$ cat config.mk
export PLATFORM = sky130hd
export DESIGN_NAME = led_sequencer
export DESIGN_NICKNAME = d
export VERILOG_FILES = /design/src/rtl/led_sequencer.sv
export SDC_FILE = /design/constraint.sdc
export NUM_CORES = 1
export LEC_CHECK = 0
export BUFFER_PORTS_ARGS = -buffer_cell sky130_fd_sc_hd__buf_2
export CAP_MARGIN = 20
export CORE_MARGIN = 1
export CORE_UTILIZATION = 58
export DETAILED_ROUTE_END_ITERATION = 8
export GPL_TIMING_DRIVEN = 1
export PLACE_DENSITY = 0.73
export SLEW_MARGIN = 20
export SYNTH_ARGS = -nofsm -noshare
export SYNTH_HDL_FRONTEND = slang
export SYNTH_SLANG_ARGS = --single-unit
$ cat constraint.sdc
create_clock -name i_clk -period 3.1 [get_ports i_clk]
set_clock_uncertainty 0.05 [all_clocks]
set_input_delay 0.31 -clock i_clk [delete_from_list [all_inputs] [get_ports i_clk]]
set_output_delay 0.31 -clock i_clk [all_outputs]
set_load 0.005 [all_outputs]
$ cat src/rtl/led_sequencer.sv
// LED bank sequencer: a shared prescaler drives a mode-selected pattern engine.
// Mode requests use valid/ready and only take effect on a tick boundary.
module led_sequencer #(
    parameter int TICK_DIV = 12_500_000,
    parameter int NUM_LED  = 4
) (
    input  logic               i_clk,
    input  logic               i_rst_n,
    input  logic               i_mode_valid,
    input  logic [1:0]         i_mode,
    output logic               o_mode_ready,
    output logic [1:0]         o_mode,
    output logic [NUM_LED-1:0] o_led,
    output logic               o_tick
);

    localparam int CW = (TICK_DIV > 1) ? $clog2(TICK_DIV) : 1;
    localparam logic [CW-1:0] LAST = CW'(TICK_DIV - 1);

    localparam logic [NUM_LED-1:0] LED_LO = {{(NUM_LED-1){1'b0}}, 1'b1};
    localparam logic [NUM_LED-1:0] LED_HI = {1'b1, {(NUM_LED-1){1'b0}}};

    localparam logic [1:0] M_OFF    = 2'd0;
    localparam logic [1:0] M_BLINK  = 2'd1;
    localparam logic [1:0] M_CHASE  = 2'd2;
    localparam logic [1:0] M_BOUNCE = 2'd3;

    typedef enum logic {
        RUN  = 1'b0,
        PEND = 1'b1
    } state_t;

    typedef enum logic {
        DIR_UP   = 1'b0,
        DIR_DOWN = 1'b1
    } dir_t;

    state_t              state_q, state_d;
    dir_t                dir_q,   dir_d;
    logic [CW-1:0]       cnt_q,   cnt_d;
    logic [1:0]          mode_q,  mode_d;
    logic [1:0]          pend_q,  pend_d;
    logic [NUM_LED-1:0]  led_q,   led_d;
    logic [NUM_LED-1:0]  shl,     shr;
    logic                tick;

    assign tick         = (cnt_q == LAST);
    assign o_tick       = tick;
    assign o_mode_ready = (state_q == RUN);
    assign o_mode       = mode_q;
    assign o_led        = led_q;

    assign shl = led_q << 1;
    assign shr = led_q >> 1;

    always_comb begin
        state_d = state_q;
        dir_d   = dir_q;
        mode_d  = mode_q;
        pend_d  = pend_q;
        led_d   = led_q;
        cnt_d   = tick ? '0 : cnt_q + CW'(1);

        if (state_q == PEND && tick) begin
            // Restart the pattern even when the requested mode is unchanged.
            mode_d  = pend_q;
            dir_d   = DIR_UP;
            state_d = RUN;
            unique case (pend_q)
                M_OFF:    led_d = '0;
                M_BLINK:  led_d = '1;
                M_CHASE:  led_d = LED_LO;
                M_BOUNCE: led_d = LED_LO;
                default:  led_d = '0;
            endcase
        end else begin
            if (tick) begin
                unique case (mode_q)
                    M_OFF:   led_d = '0;
                    M_BLINK: led_d = ~led_q;
                    M_CHASE: led_d = {led_q[NUM_LED-2:0], led_q[NUM_LED-1]};
                    M_BOUNCE: begin
                        if (dir_q == DIR_UP) begin
                            led_d = shl;
                            if (shl == LED_HI) dir_d = DIR_DOWN;
                        end else begin
                            led_d = shr;
                            if (shr == LED_LO) dir_d = DIR_UP;
                        end
                    end
                    default: led_d = '0;
                endcase
            end
            // A request accepted on a tick edge waits for the following tick.
            if (state_q == RUN && i_mode_valid) begin
                pend_d  = i_mode;
                state_d = PEND;
            end
        end
    end

    always_ff @(posedge i_clk) begin
        if (!i_rst_n) begin
            state_q <= RUN;
            dir_q   <= DIR_UP;
            cnt_q   <= '0;
            mode_q  <= M_OFF;
            pend_q  <= M_OFF;
            led_q   <= '0;
        end else begin
            state_q <= state_d;
            dir_q   <= dir_d;
            cnt_q   <= cnt_d;
            mode_q  <= mode_d;
            pend_q  <= pend_d;
            led_q   <= led_d;
        end
    end

endmodule

# Yosys cells after proc, flatten, opt, wreduce, memory -nomap -nowiden
# Index checks and enable logic that the tools add are counted.
# Widths: inputs -> output; s select.
[totals] register_bits=34 latch_bits=0 ramBits=0 mem_bits_ro=0 in_bits=5 output_inout_bits=8 wordCells=38 mem_count=0
[classes] n_addsub=1 n_mul=0 n_div=0 n_lt_le_gt_ge=0 eq_ne=9 shift=0 muxes=8 bitwise_logic=4 n_reduce_logical=10
[ops] cell="$add 24x1->24 const B" count=1
[ops] cell="$eq 24x24->1 const B" count=1
[ops] cell="$pmux 4 s4" count=1
[ops] cell="$mux 4" count=3
[ops] cell="$pmux 4 s3" count=1
[ops] cell="$eq 2x2->1 const B" count=4
[ops] cell="$reduce_or 2->1" count=3
[ops] cell="$eq 2x1->1 const B" count=2
[ops] cell="$logic_not 2->1" count=2
[ops] cell="$not 4->4" count=1
[ops] cell="$reduce_and 2->1" count=2
[ops] cell="$eq 3x1->1 const B" count=1
[ops] cell="$eq 3x3->1 const B" count=1
[ops] cell="$mux 1" count=3
[ops] cell="$not 1->1" count=3
[ops] cell="$logic_and 1x1->1" count=2
[ops] cell="$reduce_bool 2->1" count=1

# Depth between registers and ports, before layout
# Gate-level depths: netlist of the first run.
[logic_depth] word_depth=4 depth_mapped=6 ltp_nobuf=5

# Worst setup path after synthesis of the first run
# No wires, ideal clock.
[synth_path] kind="register to register" start="register cnt_q[0]" end="register cnt_q[22]" setup_time_ns=0.070 arrival_ns=2.021 required_time_ns=2.980 setup_slack_ns=0.960 path_stages_with_launch=7 path_buffers=1 period_less_slack_ns=2.140 cell_sequence="dfxtp_1 -> ha_1 -> nand4_1 -> or3_1 -> clkbuf_1 -> or4_2 -> a21oi_1"
[synth_via] elab_chain_cells=2 word_cells_on_any_way=3 cone_classes="add/sub: 1; eq/ne: 1; reduce/logical: 1"
[synth_lines] item="start, declared" line="40" source="logic [CW-1:0] cnt_q, cnt_d;"
[synth_lines] item="start signal, assigned" line="113" source="cnt_q <= cnt_d;"
[synth_lines] item="branches (longest 2 deep; another with $add 24x1->24)"
# Several ways; the timed one is not identified.
# A chain may end at the register's enable or synchronous reset.

# Final worst setup path of the first run
[layout_path] start="register cnt_q[7]" end="output port o_tick"
[layout_via] elab_chain_cells=1
[layout_lines] item="$eq 24x24->1" line="47" source="assign tick = (cnt_q == LAST);"
[layout_lines] item="end, declared" line="14" source="output logic o_tick"
# Every way passes these cells.

==> results.md, run 1 <==
- Outcome: finished, final reports clean
- Iter 0 DRT Violations: 109
- Drt via density: 6.065
- 1st-pass router iterations: 4
- Largest net degree at the start of global routing: 25
- Initial Utilization: 60.93%
- ANT cells: 0
- Synth async-reset ratio: 0%
- Total power: 0.7336 mW
- P&R area growth vs syn: 7.893%
- Final Core Density: 65.74%
- Worst Path Arrival: 2.03 ns
- Slew HR: 72.89%
- CP max FO: 9
- Cell area after synthesis: 1680 µm²
- Commonest cells post-synth: dfxtp_1, nor2_1, a21oi_1
- Min-delay worst type: primary input to register
- Unrepaired setup endpoints after global routing: no
- First-pass GRT wire length: 5.733 mm
- YS warnings: 0
- Reg2Reg Capture Point: cnt_q[22]
- Synthesized instance count: 201
- CTS H-tree depth: 2
- Final #Nets: 219
- Highest clock rate: 0.4183 GHz
- Clock Sinks: 34
- Hold Startpoint: i_mode[0]
- CP max stage cell: or4b_1
- Fill count: 237
- DIE AREA: 3116 µm²
- Nature of the critical path endpoint: primary output
- Die width: 55.83 µm
- Post-CTS Resized: 0
- Final period util: 77.12%
- Worst-Margin Slew: 0.4023 ns
- Top-count cell post-synth: dfxtp_1
- Final setup fails: 0
- Mapped Avg Cell Area: 8.360 µm²
- Buffers added on ports: 12
- Syn Nets: 207
- Clock slew at reported path FFs: 0.10 ns
- Cell taking the most area after synthesis: dfxtp_1
- Max Slew Vio Count: 0
- TNS Setup: 0 ns
- Clock Path Buffers: 2
- Post-Place Cells: 237
- Initial antenna violation count: 0
- Synth top area share: 40.51%
- Seq cells post-synth: 34
- Max-cap viol count: 0
- CTS Root Cell: clkbuf_4
- IO Pins: 13
- Vias: 1486
- # hold bufs at CTS: 0
- Startpoint types: register
- Post-CTS setup buffers: 0
- Total CTS buffers: 5
- CP bufs+invs: 1
- RePlAce Congestion: 0.8556
- Grt total ovfl: 0
- Crit path cell chain: or4b_1 > or3_1 > nor2_1 > buf_2
- Total length of routed wires: 3.400 mm
- Post-synth EDFFs: 0
- Power density cells: 404.6 nW/µm²
- Core Region: 2758 µm²
- Hpwl dp: 2.410 mm
- # DRC: 0
- Max incr delay on CP: 0.56 ns
- CP startpoint: cnt_q[7]
- Period minus WS final: 2.391 ns
- Seq/Total Area, Yosys: 40.51%
- Number of hold violations in the final report: 0
- Worst IR Drop VDD: 0.3740 mV
- Largest cells by area after synthesis: dfxtp_1, xnor2_1, nor2_1
- DRT antenna net count: 0
- Layout cells sized above 1: 11.21%
- Site Rows: 19
- Clock Latency Late Sink: 0.33 ns
- Crit path to: o_tick
- RR Startpoint: cnt_q[0]
- Required time of the critical path: 2.74 ns
- Cell variety after synth: 38
- Crit. path cell count: 4
- Die height: 55.83 µm
- Vias in the first global route: 1338
- R2R Setup Slk: 0.86 ns
- R2r worst-path depth: 5
- Main synth FF type: dfxtp_1
- CTS tree: done
- Non-Filler Instances: 245
- Leak: 0.5972 nW
- Crit path kind: register to primary output
- Wirelength per Cell: 13.88 µm
- Tot GR Track Use: 23.05%
- Top Family by Delay on Critical Path: simple AND/OR/NAND/NOR gates
==> kinds of logic (layout without fill, tap and decap cells) <==
| group | Yosys count | in the layout | share of synthesized area (%) |
|---|---|---|---|
| adders and majority gates | 1 | 1 | 0.7445 |
| buffers and inverters | 14 | 27 | 3.350 |
| and+or+nand+nor | 92 | 92 | 30.45 |
| DFF | 34 | 34 | 40.51 |
| xor gates and xnor gates | 14 | 14 | 7.297 |
| AOI/OAI and AO/OA | 43 | 43 | 15.86 |
| muxes | 3 | 3 | 1.787 |
==> where the power goes <==
group	total [mW]	switching (mW)	leakage, nW	internal, mW
Combinational	0.0296	0.0184	0.287	0.0112
Sequential	0.449	0.00688	0.275	0.442
Clock	0.255	0.145	0.0353	0.110
Total	0.734	0.170	0.597	0.563
==> layer usage <==
layer	track usage, %	vias up	wire [µm]
li1	-	773	-
met1	29.17	685	1644
met2	38.38	22	1594
met3	6.512	6	117
met4	6.969	0	43
met5	0	-	0
==> how the worst min path moves through the flow <==
stage,end,slack (ns),cells after the start
finish,pend_q[0],0.15,3
global route,pend_q[0],0.16,3
CTS,pend_q[0],0.16,3
detailed placement,cnt_q[0],0.42,1
global placement,cnt_q[0],0.41,1
floorplan,cnt_q[0],0.39,1
==> stage by stage <==
stage               setup WS [ns]  cell area (µm²)  hold slack (ns)
finish                     0.7092             1813           0.1539
global route               0.5857             1813           0.1597
CTS                        0.7015             1813           0.1559
detailed placement         0.8661             1753           0.4163
global placement           0.9033             1753           0.4055
floorplan                  0.9597             1680           0.3908
==> cell usage in the layout, fill, tap and decap left out, drive strengths merged, types with 2 or more instances in the layout <==
cell type	instances
a21oi	15
a21boi	2
nor3	4
o21a	2
clkbuf	7
nand2b	3
buf	13
and4	4
nand4	10
nand3	8
and3	2
or4	11
xor2	4
nor2	23
mux2i	3
inv	6
o21ai	11
o31ai	7
o2111ai	2
dfxtp	34
nor4	4
xnor2	10
nand2	13
or3	5
==> state kept, by name, indices dropped and copies added (netlist names) <==
| signal | count |
|---|---|
| dir_q | 1 |
| o_mode | 2 |
| state_q | 1 |
| o_led | 4 |
| pend_q | 2 |
| cnt_q | 24 |
==> worst register-to-register path, stage by stage (launching register included) <==
cell and delay (ns):
dfxtp_1 0.40, ha_1 0.23, nand4_1 0.20, or3_1 0.52, or4_2 0.63, a21oi_1 0.15
==> area by class of cell <==
cell class | instances | area, µm² | area share (%)
inverter | 6 | 22.52 | 1.242
timing repair buffer | 13 | 67.56 | 3.727
clock buffer | 7 | 55.05 | 3.037
tap | 31 | 38.79 | 2.139
multi-input combinational | 153 | 943.4 | 52.04
clock inverter | 1 | 5.005 | 0.2761
sequential | 34 | 680.7 | 37.54
Power figures use the tool's default switching activity.
==> run 2, diff against run 1 <==
--- a/config.mk
+++ b/config.mk
@@ -8,10 +8,10 @@
 export BUFFER_PORTS_ARGS = -buffer_cell sky130_fd_sc_hd__buf_2
 export CAP_MARGIN = 20
 export CORE_MARGIN = 1
-export CORE_UTILIZATION = 58
+export CORE_UTILIZATION = 53
 export DETAILED_ROUTE_END_ITERATION = 8
 export GPL_TIMING_DRIVEN = 1
-export PLACE_DENSITY = 0.73
+export PLACE_DENSITY = 0.71
 export SLEW_MARGIN = 20
 export SYNTH_ARGS = -nofsm -noshare
 export SYNTH_HDL_FRONTEND = slang
==> constraint.sdc (replaced) <==
create_clock -name i_clk -period 2.1 [get_ports i_clk]
set_clock_uncertainty 0.05 [all_clocks]
set_input_delay 0.21 -clock i_clk [delete_from_list [all_inputs] [get_ports i_clk]]
set_output_delay 0.21 -clock i_clk [all_outputs]
set_load 0.005 [all_outputs]
==> results.md, run 2 (synthesis results as in run 1) <==
- Outcome: finished with violations
- Failing checks: negative setup slack
- CTS Root Cell: clkbuf_4
- 1st-pass router iterations: 4 (unchanged)
- Highest clock rate: 0.4526 GHz
- Buffers added on ports: 12 (unchanged)
- Number of hold violations in the final report: 0 (unchanged)
- Psw: 0.2836 mW (+67%)
- Vias in the first global route: 1609 (+20%)
- Setup slack at placement: -0.01896 ns (-0.8851 ns)
- Largest net degree at the start of global routing: 20 (-20%)
- Final #Nets: 243 (+11%)
- Startpoint types: register
- ANT cells: 0 (unchanged)
- Slew HR: 69.33% (-3.6 points)
- Clock Latency Late Sink: 0.34 ns (about the same)
- Max incr delay on CP: 0.54 ns (-0.02 ns)
- Nature of the critical path endpoint: primary output
- Max Slew Vio Count: 0 (unchanged)
- Iter 0 DRT Violations: 166 (+52%)
- Min-delay worst type: primary input to register
- # hold bufs at CTS: 0 (unchanged)
- Die width: 58.31 µm (+4.4%)
- Clock Path Buffers: 2 (unchanged)
- CP bufs+invs: 2 (+1)
- # DRC: 0 (unchanged)
- Crit path kind: register to primary output
- Crit path cell chain: or4b_4 > or3_4 > buf_6 > nor2_4 > buf_2
- P&R area growth vs syn: 26.28%
- Die height: 58.31 µm (+4.4%)
- Total power: 1.365 mW (+86%)
- Reg with most FFs: cnt_q
- Final Core Density: 70.08% (+4.3 points)
- CTS H-tree depth: 2 (unchanged)
- CP max stage cell: or4b_4
- Final setup margin: -0.1094 ns (-0.8186 ns)
- Top Family by Delay on Critical Path: simple AND/OR/NAND/NOR gates
- Most common cell after layout, fill and taps aside: dfxtp_1
- IO Pins: 13 (unchanged)
- Worst Path Arrival: 1.95 ns (-0.08 ns)
- Unrepaired setup endpoints after global routing: yes
- Placed cell area: 1916 µm² (+9.3%)
- Vias: 1666 (+12%)
- First-pass GRT wire length: 6.975 mm (+22%)
- Sw frac: 20.77% (-2.4 points)
- Clock share of power: 47.1% (+12 points)
- Final period util: 105.2%
- Power density cells: 643.3 nW/µm² (+59%)
- Total CTS buffers: 5 (unchanged)
- Worst-Margin Slew: 0.4553 ns (+0.05295 ns)
- Period minus WS final: 2.209 ns
- Final Instance Area: 2122 µm² (+17%)
- Min Hold Slack: 0.06939 ns (-0.08454 ns)
- Clock Sinks: 34 (unchanged)
- Hpwl dp: 2.907 mm (+21%)
- Core Region: 3028 µm² (+9.8%)
- Site Rows: 20 (+1)
- Total length of routed wires: 4.243 mm (+25%)
- Max reg flops: 24 (unchanged)
- Tot GR Track Use: 27.07% (+4.0 points)
- CP max FO: 3 (-6)
- Internal power: 1.082 mW (+92%)
- Grt total ovfl: 0 (unchanged)
- RePlAce Congestion: 0.8530 (-0.30%)
- Sequential Power Share: 48.7% (-12 points)
- Required time of the critical path: 1.84 ns (-0.90 ns)
- Max-cap viol count: 0 (unchanged)
- DRT antenna net count: 0 (unchanged)
- DIE AREA: 3399 µm² (+9.1%)
- Layout cells sized above 1: 26.05% (+15 points)
- Fill count: 241 (+1.7%)
- CTS tree: done
- Wirelength per Cell: 15.05 µm (+8.4%)
- Final setup fails: 5 (+5)
- Worst IR Drop VDD: 0.4367 mV (+17%)
- Leak: 0.7474 nW (+25%)
- Initial antenna violation count: 0 (unchanged)
- Combinational share of power: 4.2% (+0.2 points)
- Most frequent cells in the layout: dfxtp_1, nor2_1, buf_4, a21oi_1, nand2_1
- Initial Utilization: 55.50% (-5.4 points)
- Drt via density: 5.908 (-2.6%)
- Clock slew at reported path FFs: 0.11 ns (about the same)
run 2: layout make-up:
| cell class | instances | area [µm²] | area share (%) |
|---|---|---|---|
| inverter | 6 | 22.52 | 1.061 |
| sequential | 34 | 688.2 | 32.43 |
| tap | 44 | 55.05 | 2.594 |
| clock buffer | 6 | 51.30 | 2.417 |
| timing repair buffer | 37 | 259.0 | 12.21 |
| multi-input combinational | 153 | 985.9 | 46.46 |
| clock inverter | 2 | 60.06 | 2.830 |
run 2: what timing repair did:
item                                    in CTS  in global routing
pin swaps                                    5                  1
buffers inserted                             3                  2
gates resized for setup                     11                  5
endpoints found under the setup margin       4                 26
run 2: worst paths after layout:
path,from,cells after the start,end,slack (ns)
worst min register to register,pend_q[0],2,o_mode[0],0.43
worst min-delay path,i_mode[1],3,pend_q[1],0.07
worst max-delay path,cnt_q[8],5,o_tick,-0.11
worst max register to register,cnt_q[8],5,o_mode[1],-0.09
run 2: layer usage:
| metal | GRT usage, % | vias up | routed length (µm) |
|---|---|---|---|
| met5 | 0 | - | 0 |
| met4 | 14.97 | 0 | 89 |
| met3 | 6.374 | 9 | 125 |
| met2 | 45.16 | 34 | 2184 |
| met1 | 32.17 | 808 | 1844 |
| li1 | - | 815 | - |
run 2: power by group through the flow:
stage	combinational [mW]	clock (mW)	sequential (mW)
finish	0.0577	0.643	0.665
global route	0.0649	0.676	0.666
CTS	0.0550	0.643	0.662
detailed placement	0.0541	0	0.677
global placement	0.0504	0	0.676
floorplan	0.0300	0	0.676
run 2: metrics by stage:
stage | TNS, ns | cells
finish | -0.4192 | 282
floorplan | 0 | 201
global route | -1.397 | 282
detailed placement | -0.03422 | 269
CTS | -0.3682 | 280
global placement | 0 | 269
run 2: worst reg2reg max path, cell delays in order (launching register included):
cell and delay, ns:
dfxtp_2 0.34, or4b_4 0.54, buf_6 0.13, or4_1 0.46
or4_4 0.45, mux2i_1 0.13
